===== config.mk =====
export PLATFORM = sky130hd
export DESIGN_NAME = mem_bus_arbiter
export DESIGN_NICKNAME = d
export VERILOG_FILES = /design/src/rtl/bus_arb_pkg.sv /design/src/rtl/bus_watchdog.sv /design/src/rtl/mem_bus_arbiter.sv
export SDC_FILE = /design/constraint.sdc
export NUM_CORES = 1
export LEC_CHECK = 0
export ABC_AREA = 1
export BUFFER_PORTS_ARGS = -buffer_cell sky130_fd_sc_hd__buf_4
export CAP_MARGIN = 20
export CORE_AREA = 8 8 115 117
export DETAILED_ROUTE_END_ITERATION = 16
export DIE_AREA = 0 0 123 125
export GPL_TIMING_DRIVEN = 0
export HOLD_SLACK_MARGIN = 0.1
export SLEW_MARGIN = 20
export SYNTH_ARGS = -nofsm -noshare
export SYNTH_HDL_FRONTEND = slang
export SYNTH_SLANG_ARGS = --single-unit
export TNS_END_PERCENT = 30

===== constraint.sdc =====
create_clock -name clk -period 2.8 [get_ports clk]
set_input_delay 0.42 -clock clk [delete_from_list [all_inputs] [get_ports clk]]
set_output_delay 0.42 -clock clk [all_outputs]
set_load 0.03 [all_outputs]

===== src/rtl/bus_arb_pkg.sv =====
// Shared types and constants for the two-master memory bus arbiter.
package bus_arb_pkg;

  typedef enum logic {
    StIdle = 1'b0,
    StBusy = 1'b1
  } arb_state_e;

  // One-hot bus owner; GNT_NONE while no transaction is in flight.
  localparam logic [1:0] GNT_NONE = 2'b00;
  localparam logic [1:0] GNT_M0   = 2'b01;
  localparam logic [1:0] GNT_M1   = 2'b10;

  localparam logic [31:0] TIMEOUT_RDATA_DEFAULT = 32'hBAD0_BAD0;

endpackage


===== src/rtl/bus_watchdog.sv =====
// Busy-cycle counter that pulses o_expire on the last allowed unacknowledged cycle.
module bus_watchdog #(
  parameter int unsigned TIMEOUT = 256
) (
  input  logic clk,
  input  logic resetn,
  input  logic i_clr,
  input  logic i_en,
  output logic o_expire
);

  localparam int unsigned CntW = (TIMEOUT > 1) ? $clog2(TIMEOUT) : 1;
  localparam logic [CntW-1:0] LastCnt = CntW'(TIMEOUT - 1);

  logic [CntW-1:0] r_cnt;
  logic            w_at_last;

  assign w_at_last = (r_cnt == LastCnt);
  // TIMEOUT of 0 disables expiry entirely.
  assign o_expire  = (TIMEOUT != 0) && i_en && w_at_last;

  always_ff @(posedge clk) begin
    if (!resetn) begin
      r_cnt <= '0;
    end else if (i_clr) begin
      r_cnt <= '0;
    end else if (i_en && !w_at_last) begin
      r_cnt <= r_cnt + CntW'(1);
    end
  end

endmodule


===== src/rtl/mem_bus_arbiter.sv =====
// Round-robin arbiter sharing the native valid/ready memory bus between CPU (m0) and DMA (m1),
// one transaction in flight, with a watchdog that terminates unacknowledged transactions.
module mem_bus_arbiter
  import bus_arb_pkg::*;
#(
  parameter int unsigned       ADDR_W        = 32,
  parameter int unsigned       DATA_W        = 32,
  parameter int unsigned       TIMEOUT       = 256,
  parameter logic [DATA_W-1:0] TIMEOUT_RDATA = DATA_W'(TIMEOUT_RDATA_DEFAULT)
) (
  input  logic                  clk,
  input  logic                  resetn,
  input  logic                  m0_valid,
  output logic                  m0_ready,
  input  logic [ADDR_W-1:0]     m0_addr,
  input  logic [DATA_W-1:0]     m0_wdata,
  input  logic [DATA_W/8-1:0]   m0_wstrb,
  output logic [DATA_W-1:0]     m0_rdata,
  input  logic                  m1_valid,
  output logic                  m1_ready,
  input  logic [ADDR_W-1:0]     m1_addr,
  input  logic [DATA_W-1:0]     m1_wdata,
  input  logic [DATA_W/8-1:0]   m1_wstrb,
  output logic [DATA_W-1:0]     m1_rdata,
  output logic                  s_valid,
  input  logic                  s_ready,
  output logic [ADDR_W-1:0]     s_addr,
  output logic [DATA_W-1:0]     s_wdata,
  output logic [DATA_W/8-1:0]   s_wstrb,
  input  logic [DATA_W-1:0]     s_rdata,
  output logic [1:0]            grant,
  output logic                  timeout_err,
  input  logic                  err_clr
);

  arb_state_e        r_state;
  arb_state_e        w_state_next;
  logic [1:0]        r_grant;
  logic              r_last_owner;  // 1: m1 was served last
  logic              r_timeout_err;
  logic [1:0]        w_pick;
  logic              w_busy;
  logic              w_expire;
  logic              w_done;
  logic [DATA_W-1:0] w_resp_data;

  assign w_busy      = (r_state == StBusy);
  assign w_done      = w_busy && (s_ready || w_expire);
  // A slave ack in the expiry cycle wins over the timeout.
  assign w_resp_data = s_ready ? s_rdata : TIMEOUT_RDATA;

  bus_watchdog #(
    .TIMEOUT(TIMEOUT)
  ) u_watchdog (
    .clk     (clk),
    .resetn  (resetn),
    .i_clr   (!w_busy),
    .i_en    (w_busy && !s_ready),
    .o_expire(w_expire)
  );

  always_comb begin
    w_pick = GNT_NONE;
    if (m0_valid && m1_valid) begin
      w_pick = r_last_owner ? GNT_M0 : GNT_M1;
    end else if (m0_valid) begin
      w_pick = GNT_M0;
    end else if (m1_valid) begin
      w_pick = GNT_M1;
    end
  end

  always_ff @(posedge clk) begin
    if (!resetn) begin
      r_state <= StIdle;
    end else begin
      r_state <= w_state_next;
    end
  end

  always_comb begin
    w_state_next = r_state;
    unique case (r_state)
      StIdle:  if (m0_valid || m1_valid) w_state_next = StBusy;
      StBusy:  if (w_done) w_state_next = StIdle;
      default: w_state_next = StIdle;
    endcase
  end

  always_ff @(posedge clk) begin
    if (!resetn) begin
      r_grant      <= GNT_NONE;
      r_last_owner <= 1'b1;
    end else if (!w_busy) begin
      r_grant <= w_pick;
    end else if (w_done) begin
      r_grant      <= GNT_NONE;
      r_last_owner <= (r_grant == GNT_M1);
    end
  end

  always_ff @(posedge clk) begin
    if (!resetn) begin
      r_timeout_err <= 1'b0;
    end else if (w_busy && w_expire) begin
      r_timeout_err <= 1'b1;
    end else if (err_clr) begin
      r_timeout_err <= 1'b0;
    end
  end

  always_comb begin
    s_valid  = w_busy;
    s_addr   = '0;
    s_wdata  = '0;
    s_wstrb  = '0;
    m0_ready = 1'b0;
    m1_ready = 1'b0;
    m0_rdata = '0;
    m1_rdata = '0;
    if (w_busy) begin
      unique case (r_grant)
        GNT_M0: begin
          s_addr   = m0_addr;
          s_wdata  = m0_wdata;
          s_wstrb  = m0_wstrb;
          m0_ready = w_done;
          m0_rdata = w_done ? w_resp_data : '0;
        end
        GNT_M1: begin
          s_addr   = m1_addr;
          s_wdata  = m1_wdata;
          s_wstrb  = m1_wstrb;
          m1_ready = w_done;
          m1_rdata = w_done ? w_resp_data : '0;
        end
        default: ;
      endcase
    end
  end

  assign grant       = r_grant;
  assign timeout_err = r_timeout_err;

endmodule

* Word-level counts from Yosys, hierarchy flattened
Cells that the tools add are included.
** Operators by class
- Divide/modulo/power cells :: 0
- Muxes and demuxes :: 27
- $lt $le $gt $ge :: 0
- Multiply operators :: 0
- Reductions and logical operators :: 13
- Bitwise logic cells :: 1
- Eq/ne operators :: 4
- Add/sub/neg operators :: 1
- Shift-type cells :: 0
** Operator list (number)
- two-way mux 32 bit :: 8
- one-hot mux 32 bit (2 select lines) :: 2
- two-way mux 2 bit :: 6
- adder 8 x 1 -> 8 bit, second input constant :: 1
- equality test 8 bit, second input constant :: 1
- two-way mux 1 bit :: 8
- one-hot mux 4 bit (2 select lines) :: 1
- logical AND 1 bit :: 6
- two-way mux 4 bit :: 1
- AND reduction 2 bit :: 2
- equality test 2 x 1 -> 1 bit, second input constant :: 1
- equality test 2 bit, second input constant :: 1
- zero test 1 bit :: 2
- logical OR 1 bit :: 2
- != test 2 x 1 -> 1 bit, second input constant :: 1
- one-hot mux 1 bit (2 select lines) :: 1
- nonzero test 2 bit :: 1
- NOT 1 bit :: 1
** Word-level totals
- Input bits :: 174
- Memories :: 0
- Word-level logic and storage cells :: 51
- RAM bits :: 0
- Bits in read-only memories :: 0
- Register bits :: 13
- Output and inout bits :: 138
- Bits in latches :: 0

* Longest topological paths before layout
Gate-level depths: netlist of run 1.
- Depth after elaboration :: 8
- Mapped depth :: 10
- Gate-level depth less buffers :: 9

* Cells and area by module
Synthesis of run 1 repeated with hierarchy kept, for this count alone.
** Unflattened totals
- Cell total of the unflattened synthesis :: 447
- Area, all modules :: 2249.7 sq um
** By module, submodules not included
- mem_bus_arbiter :: area an instance 1780.5 sq um, seq. area each 100.1 sq um, cells an instance 378, instances 1
- bus_watchdog :: area an instance 469.2 sq um, seq. area each 160.2 sq um, cells an instance 69, instances 1

* Worst setup path after synthesis of run 1
OpenSTA, ideal clock, no wires.
- Path type :: flip-flop to output port
- Start :: register r_grant[0], in the netlist grant[0]
- End :: output port m0_rdata[10]
- Required time :: 2.380 ns
- Buffers on the path :: 2
- Slack :: 0.385 ns
- Arrival time :: 1.995 ns
- Cell stages (with the launch flop) :: 6
- Cells stage by stage :: dfxtp_1 -> ha_1 -> clkbuf_8 -> clkinv_1 -> clkbuf_1 -> nor3_1
** On the way
- Cells in the longest elaborated chain, start to end :: 3
** Ends and longest elaborated chain
- start: declaration :: RTL line mem_bus_arbiter.sv:38 : logic [1:0] r_grant;
- start signal: assignment :: RTL line mem_bus_arbiter.sv:95 : r_grant <= w_pick;
- equality test 2 x 1 -> 1 bit :: RTL line mem_bus_arbiter.sv:122 : unique case (r_grant)
- two-way mux 32 bit :: RTL line mem_bus_arbiter.sv:122
- two-way mux 32 bit :: RTL line mem_bus_arbiter.sv:121 : if (w_busy) begin
- end: declaration :: RTL line mem_bus_arbiter.sv:18 : output logic [DATA_W-1:0] m0_rdata,
No other way between the ends.

* Final worst setup path of run 1
- Start :: register r_grant[0], in the netlist grant[0]
- End :: output port s_wdata[9]
** On the way
- Cells in the longest elaborated chain, start to end :: 3
- Elaborated cells on any way between the ends :: 4
- Those cells by class :: eq/ne (2); mux (2)
** Ends and longest elaborated chain
- equality test 2 bit / equality test 2 x 1 -> 1 bit (equally long branches) :: RTL line mem_bus_arbiter.sv:122
- one-hot mux 32 bit (2 select lines) (*) :: RTL line mem_bus_arbiter.sv:122
- two-way mux 32 bit (*) :: RTL line mem_bus_arbiter.sv:121
- end: declaration :: RTL line mem_bus_arbiter.sv:28 : output logic [DATA_W-1:0] s_wdata,
Every way passes the cells marked *; elsewhere a longest branch is shown, timed or not.

==> impl_metrics.py, run 1 <==
metrics = {
    "outcome": {
        "status": "finished, final reports clean",
    },
    "worst_setup_path": {
        "arrival_ns": 2.11,
        "cpMostUsedCell": "clkbuf_1",
        "required_ns": 2.38,
        "path_cells": "inv_1, ha_1, or2_1, clkbuf_1, clkbuf_1, a21oi_1, buf_4",
        "setup.worst_path.end_class": "output pin",
        "cpLargestDelayFamily": "buffers and inverters",
        "worstPathBufferInverterCount": 4,
        "cpMaxStageDelayCell": "dfxtp_1",
        "cpPeakStageDelay_ns": 0.38,
        "worstSetupPathType": "flip-flop to output pin",
        "worstPathMaxFanout": 10,
        "start_kind": "flip-flop",
    },
    "sta": {
        "fmax_ghz": 0.3946,
        "rsz0062_at_grt": "false",
        "hold_violations": 0,
        "holdWs_ns": 0.3948,
        "tns_ns": 0,
        "skew_ns": 0.001637,
        "worst_pin_slew_ns": 0.5455,
        "setup_viol": 0,
        "relSlewSlack": 0.6363,
        "min_period_ns": 2.534,
        "slew_viol_final": 0,
        "period_share": 0.9051,
        "fin_ws_ns": 0.2657,
    },
    "yosys": {
        "synth_seq_cells": 13,
        "synth_nets": 615,
        "syn_area_per_cell_um2": 5.096,
        "synthCells": 438,
        "synth_area_mm2": 0.002232,
        "seq_area_frac_synth": 0.1166,
        "yosysWarnings": 0,
        "ys_types": 27,
    },
    "clocking": {
        "tritoncts": "done",
        "clockBufferDepth": 2,
        "htree_levels": 1,
        "clk_pin_slew_worst_paths_ns": 0.04,
        "cts-root-buf": "clkbuf_16",
        "cts_setup_buffers": 0,
        "ctsHoldBuffers": 0,
        "cts_buffers": 3,
        "clock-sinks": 13,
        "cts_resized": 0,
        "clock_latency_ns": 0.24,
    },
    "cells_and_area": {
        "fin_cells": 900,
        "final_util": 0.4159,
        "nets": 931,
        "diodes": 0,
        "area_growth_syn_to_layout_pct": 116.4,
        "drive_gt1_frac": 0.4608,
    },
    "global_routing": {
        "grt-ovfl-total": 0,
        "grt_pass1_vias": 3917,
        "grt_pass1_wl_mm": 21.69,
        "grt_max_degree": 11,
        "grt_use_total": 0.1753,
        "antenna_found_initial": 0,
    },
    "die": {
        "core.rowCount": 40,
        "start_util": 0.1922,
        "die_w_um": 123,
        "pin_count": 312,
        "die_h_um": 125,
        "design.core.area_mm2": 0.01161,
        "die-area_mm2": 0.01538,
    },
    "placed_design": {
        "hpwl_mm": 12.90,
        "gp_congestion": 0.9867,
        "place_ws_ns": 0.4937,
        "port-buffer-count": 311,
        "placedCellCount": 896,
    },
    "flow_run": {
        "maxCapViolations": 0,
    },
    "hold_path": {
        "hold_class": "input pin to flip-flop",
    },
    "power_and_ir_drop": {
        "leakagePower_nw": 2.371,
        "vdd_drop_max_v": 0.0003951,
        "power_density_mw_per_mm2": 195.1,
    },
    "drt": {
        "drt-total-wl_mm": 14.77,
        "wl_per_cell_um": 16.41,
        "vias_per_cell": 4.413,
        "detail-route-antenna-nets": 0,
        "drc": 0,
        "first_iter_violations": 142,
        "first_pass_iters": 5,
        "num_vias": 3972,
    },
}
[stage by stage]
step	instance area, µm²	total power, W
global route	4830	0.001001
floorplan	2232	0.0004049
finish	4830	0.0009422
CTS	4830	0.0009511
global placement	4751	0.0006718
detailed placement	4751	0.0006789
[final cells by class]
cell class	instances	area, µm²
tap	147	183.9
fill	1247	6782
buffer	32	181.4
clock buffer	4	78.83
timing repair buffer	311	2335
sequential	13	260.3
multi-input combinational	358	1657
inverter	35	133.9
[path summary, 6_finish.rpt]
kind / from / slack, ns / cells past startpoint / end
max: grant[0] / 0.27 / 7 / s_wdata[9]
min: resetn / 0.39 / 2 / r_last_owner
max reg2reg: u_watchdog.r_cnt[0] / 1.22 / 8 / u_watchdog.r_cnt[0]
min reg2reg: timeout_err / 0.46 / 2 / timeout_err
[where the power goes]
| group | switching, W | leakage [nW] | internal [W] |
|---|---|---|---|
| registers | 0.00000644 | 0.106 | 0.000191 |
| clock network | 0.0000770 | 0.0382 | 0.000192 |
| logic | 0.000242 | 2.23 | 0.000234 |
| total | 0.000326 | 2.37 | 0.000616 |
[logic make-up after synthesis]
| logic type | share of synthesized area |
|---|---|
| buffers and inverters | 0.1413 |
| XOR/XNOR | 0.01177 |
| adder cells (fa/ha/maj) | 0.01682 |
| AO/OA/AOI/OAI | 0.1839 |
| AND/OR/NAND/NOR | 0.5297 |
| flip-flops | 0.1166 |
[synth_stat cells]
cell,instances,share of area
nor2_1,50,0.084
nor2_2,1,0.0028
a21oi_2,2,0.0078
nor2_4,12,0.061
nand4_1,1,0.0028
clkbuf_1,21,0.035
buf_1,1,0.0017
nand3_2,1,0.0045
inv_1,30,0.050
nand2_1,164,0.28
buf_2,4,0.0090
o211ai_1,1,0.0034
ha_1,3,0.017
nor3_1,32,0.072
clkinv_1,2,0.0034
buf_6,4,0.020
nand2_2,4,0.011
o21ai_0,3,0.0067
inv_2,2,0.0034
a21oi_1,74,0.17
or2_1,1,0.0028
buf_12,1,0.0090
clkbuf_8,1,0.0062
xor2_1,3,0.012
dfxtp_1,13,0.12
nand3_1,6,0.013
inv_4,1,0.0028
[flip-flops by register name, summed over array words and instances (netlist names)]
register and flops:
s_valid 1, r_last_owner 1, u_watchdog.r_cnt 8, grant 2, timeout_err 1
[cells in the final DEF (no fill, tap or decap), drive strengths merged]
| cell type | count |
|---|---|
| a21oi | 76 |
| dfxtp | 13 |
| buf | 321 |
| nor2 | 63 |
| nand2 | 168 |
| nor3 | 32 |
| xor2 | 3 |
| nand4 | 1 |
| clkbuf | 26 |
| or2 | 1 |
| o211ai | 1 |
| ha | 3 |
| inv | 33 |
| o21ai | 3 |
| clkinv | 2 |
| nand3 | 7 |
[routing by layer]
metal,vias up,track usage,wire (µm)
li1,2010,-,-
met1,1767,0.1927,5507
met2,178,0.3328,7615
met3,17,0.04005,1432
met4,0,0.02906,210
met5,-,0,0
Note: power is estimated with default switching activity, not from simulation.
==> run 2, diff against run 1 <==
--- a/config.mk
+++ b/config.mk
@@ -8,12 +8,11 @@
 export ABC_AREA = 1
 export BUFFER_PORTS_ARGS = -buffer_cell sky130_fd_sc_hd__buf_4
 export CAP_MARGIN = 20
-export CORE_AREA = 8 8 115 117
+export CORE_AREA = 8 8 114 116
 export DETAILED_ROUTE_END_ITERATION = 16
-export DIE_AREA = 0 0 123 125
+export DIE_AREA = 0 0 122 124
 export GPL_TIMING_DRIVEN = 0
 export HOLD_SLACK_MARGIN = 0.1
-export SLEW_MARGIN = 20
 export SYNTH_ARGS = -nofsm -noshare
 export SYNTH_HDL_FRONTEND = slang
 export SYNTH_SLANG_ARGS = --single-unit
==> constraint.sdc (replaced) <==
create_clock -name clk -period 2.55 [get_ports clk]
set_input_delay 0.3825 -clock clk [delete_from_list [all_inputs] [get_ports clk]]
set_output_delay 0.3825 -clock clk [all_outputs]
set_load 0.03 [all_outputs]
==> impl_metrics.py, run 2 (synthesis gave the netlist of run 1 again) <==
metrics = {
    "cells_and_area": {
        "drive_gt1_frac": 0.4721,
        "final_common_cell": "buf_4",
        "final_util": 0.4325,
        "top_register": "u_watchdog.r_cnt",
        "area_growth_syn_to_layout_pct": 116.5,
        "diodes": 0,
        "final_cell_mix": "buf_4 (311), nand2_1 (164), a21oi_1 (74)",
        "nets": 930,
        "largest_reg_flops": 8,
    },
    "power_and_ir_drop": {
        "power_switching_w": 0.0003670,
        "switching_share": 0.3509,
        "power.internal_w": 0.0006789,
        "pwr-share-comb": 0.504,
        "power_frac_clock": 0.289,
        "power_density_mw_per_mm2": 216.4,
        "power_w": 0.001046,
        "leakagePower_nw": 2.389,
        "vdd_drop_max_v": 0.0003954,
        "pwr-share-seq": 0.207,
    },
    "placed_design": {
        "port-buffer-count": 311,
        "place_ws_ns": 0.1913,
        "hpwl_mm": 13.12,
        "gp_congestion": 0.9419,
    },
    "clocking": {
        "tritoncts": "done",
        "htree_levels": 1,
        "clock-sinks": 13,
        "clk_pin_slew_worst_paths_ns": 0.04,
        "clockBufferDepth": 2,
        "cts_buffers": 3,
        "clock_latency_ns": 0.24,
        "cts_setup_buffers": 0,
        "cts-root-buf": "clkbuf_16",
        "ctsHoldBuffers": 0,
    },
    "drt": {
        "first_iter_violations": 191,
        "vias_per_cell": 4.456,
        "wl_per_cell_um": 17.03,
        "drc": 0,
        "drt-total-wl_mm": 15.25,
        "first_pass_iters": 4,
        "num_vias": 3988,
        "detail-route-antenna-nets": 0,
    },
    "global_routing": {
        "grt_pass1_wl_mm": 21.39,
        "grt_max_degree": 11,
        "grt-ovfl-total": 0,
        "antenna_found_initial": 0,
        "grt_pass1_vias": 3903,
        "grt_use_total": 0.1778,
    },
    "sta": {
        "fin_ws_ns": 0.1401,
        "holdWs_ns": 0.3612,
        "fmax_ghz": 0.4150,
        "tns_ns": 0,
        "min_period_ns": 2.410,
        "skew_ns": 0.001095,
        "slew_viol_final": 0,
        "hold_violations": 0,
        "rsz0062_at_grt": "false",
        "period_share": 0.9451,
        "relSlewSlack": 0.6518,
        "setup_viol": 0,
        "worst_pin_slew_ns": 0.5224,
    },
    "die": {
        "die-area_mm2": 0.01513,
        "start_util": 0.1998,
        "die_w_um": 122,
        "design.core.area_mm2": 0.01117,
        "core.rowCount": 39,
        "pin_count": 312,
        "die_h_um": 124,
    },
    "hold_path": {
        "hold_class": "input pin to flip-flop",
    },
    "worst_setup_path": {
        "setup.worst_path.end_class": "output pin",
        "required_ns": 2.17,
        "worstSetupPathType": "flip-flop to output pin",
        "worstPathMaxFanout": 10,
        "start_kind": "flip-flop",
        "arrival_ns": 2.03,
    },
    "flow_run": {
        "maxCapViolations": 0,
    },
    "outcome": {
        "status": "finished, final reports clean",
    },
}
[run 2: changes by cell type in the layout (fill, tap and decap cells not counted)]
cell and delta:
clkbuf_1 -8, clkbuf_2 +6, buf_2 +1, clkinv_1 -1, clkinvlp_4 +1
[run 2: critical path, stage by stage, from the launching register on]
cell and delay [ns]:
dfxtp_1 0.41, ha_1 0.18, clkbuf_8 0.15, buf_2 0.21, clkbuf_1 0.35, nand2_1 0.11
a21oi_1 0.18, buf_4 0.19
[run 2: worst paths after layout]
kind,startpoint,endpoint,slack [ns],cells after the start
worst max register to register,u_watchdog.r_cnt[0],u_watchdog.r_cnt[4],1.00,8
worst max-delay path,grant[0],s_addr[26],0.14,7
worst min register to register,timeout_err,timeout_err,0.46,2
worst min-delay path,resetn,r_last_owner,0.36,2
[run 2: timing repair]
item / in CTS / in global routing
gates resized for setup: 1 / 14
gates cloned: 0 / 0
setup endpoints to repair: 10 / 57
pin swaps: 0 / 0
[run 2: cell type report]
type,count,area (µm²)
plain buffers,31,186.4
repair buffers,311,2335
clock buffers,4,78.83
well taps,143,178.9
flip-flops and latches,13,260.3
fillers,1236,6341
inverters,35,137.6
multi-input cells,358,1657
[run 2: metal layers]
layer / track usage / vias to the layer above / part of all wire
li1: - / 2005 / -
met1: 0.2014 / 1772 / 0.38
met2: 0.3348 / 204 / 0.51
met3: 0.04578 / 7 / 0.097
met4: 0.02159 / 0 / 0.0078
met5: 0 / - / 0
[run 2: stage by stage]
step | cells | cell area, µm²
after CTS | 896 | 4826
final | 895 | 4833
after global placement | 892 | 4746
after global routing | 895 | 4833
after floorplan | 438 | 2232
after detailed placement | 892 | 4746
[run 2: power groups by stage]
stage / Combinational (W) / Sequential, W / Clock, W
after floorplan: 0.000220 / 0.000225 / 0
after global placement: 0.000519 / 0.000220 / 0
after detailed placement: 0.000527 / 0.000220 / 0
after CTS: 0.000529 / 0.000217 / 0.000306
after global routing: 0.000572 / 0.000217 / 0.000310
final: 0.000527 / 0.000217 / 0.000302
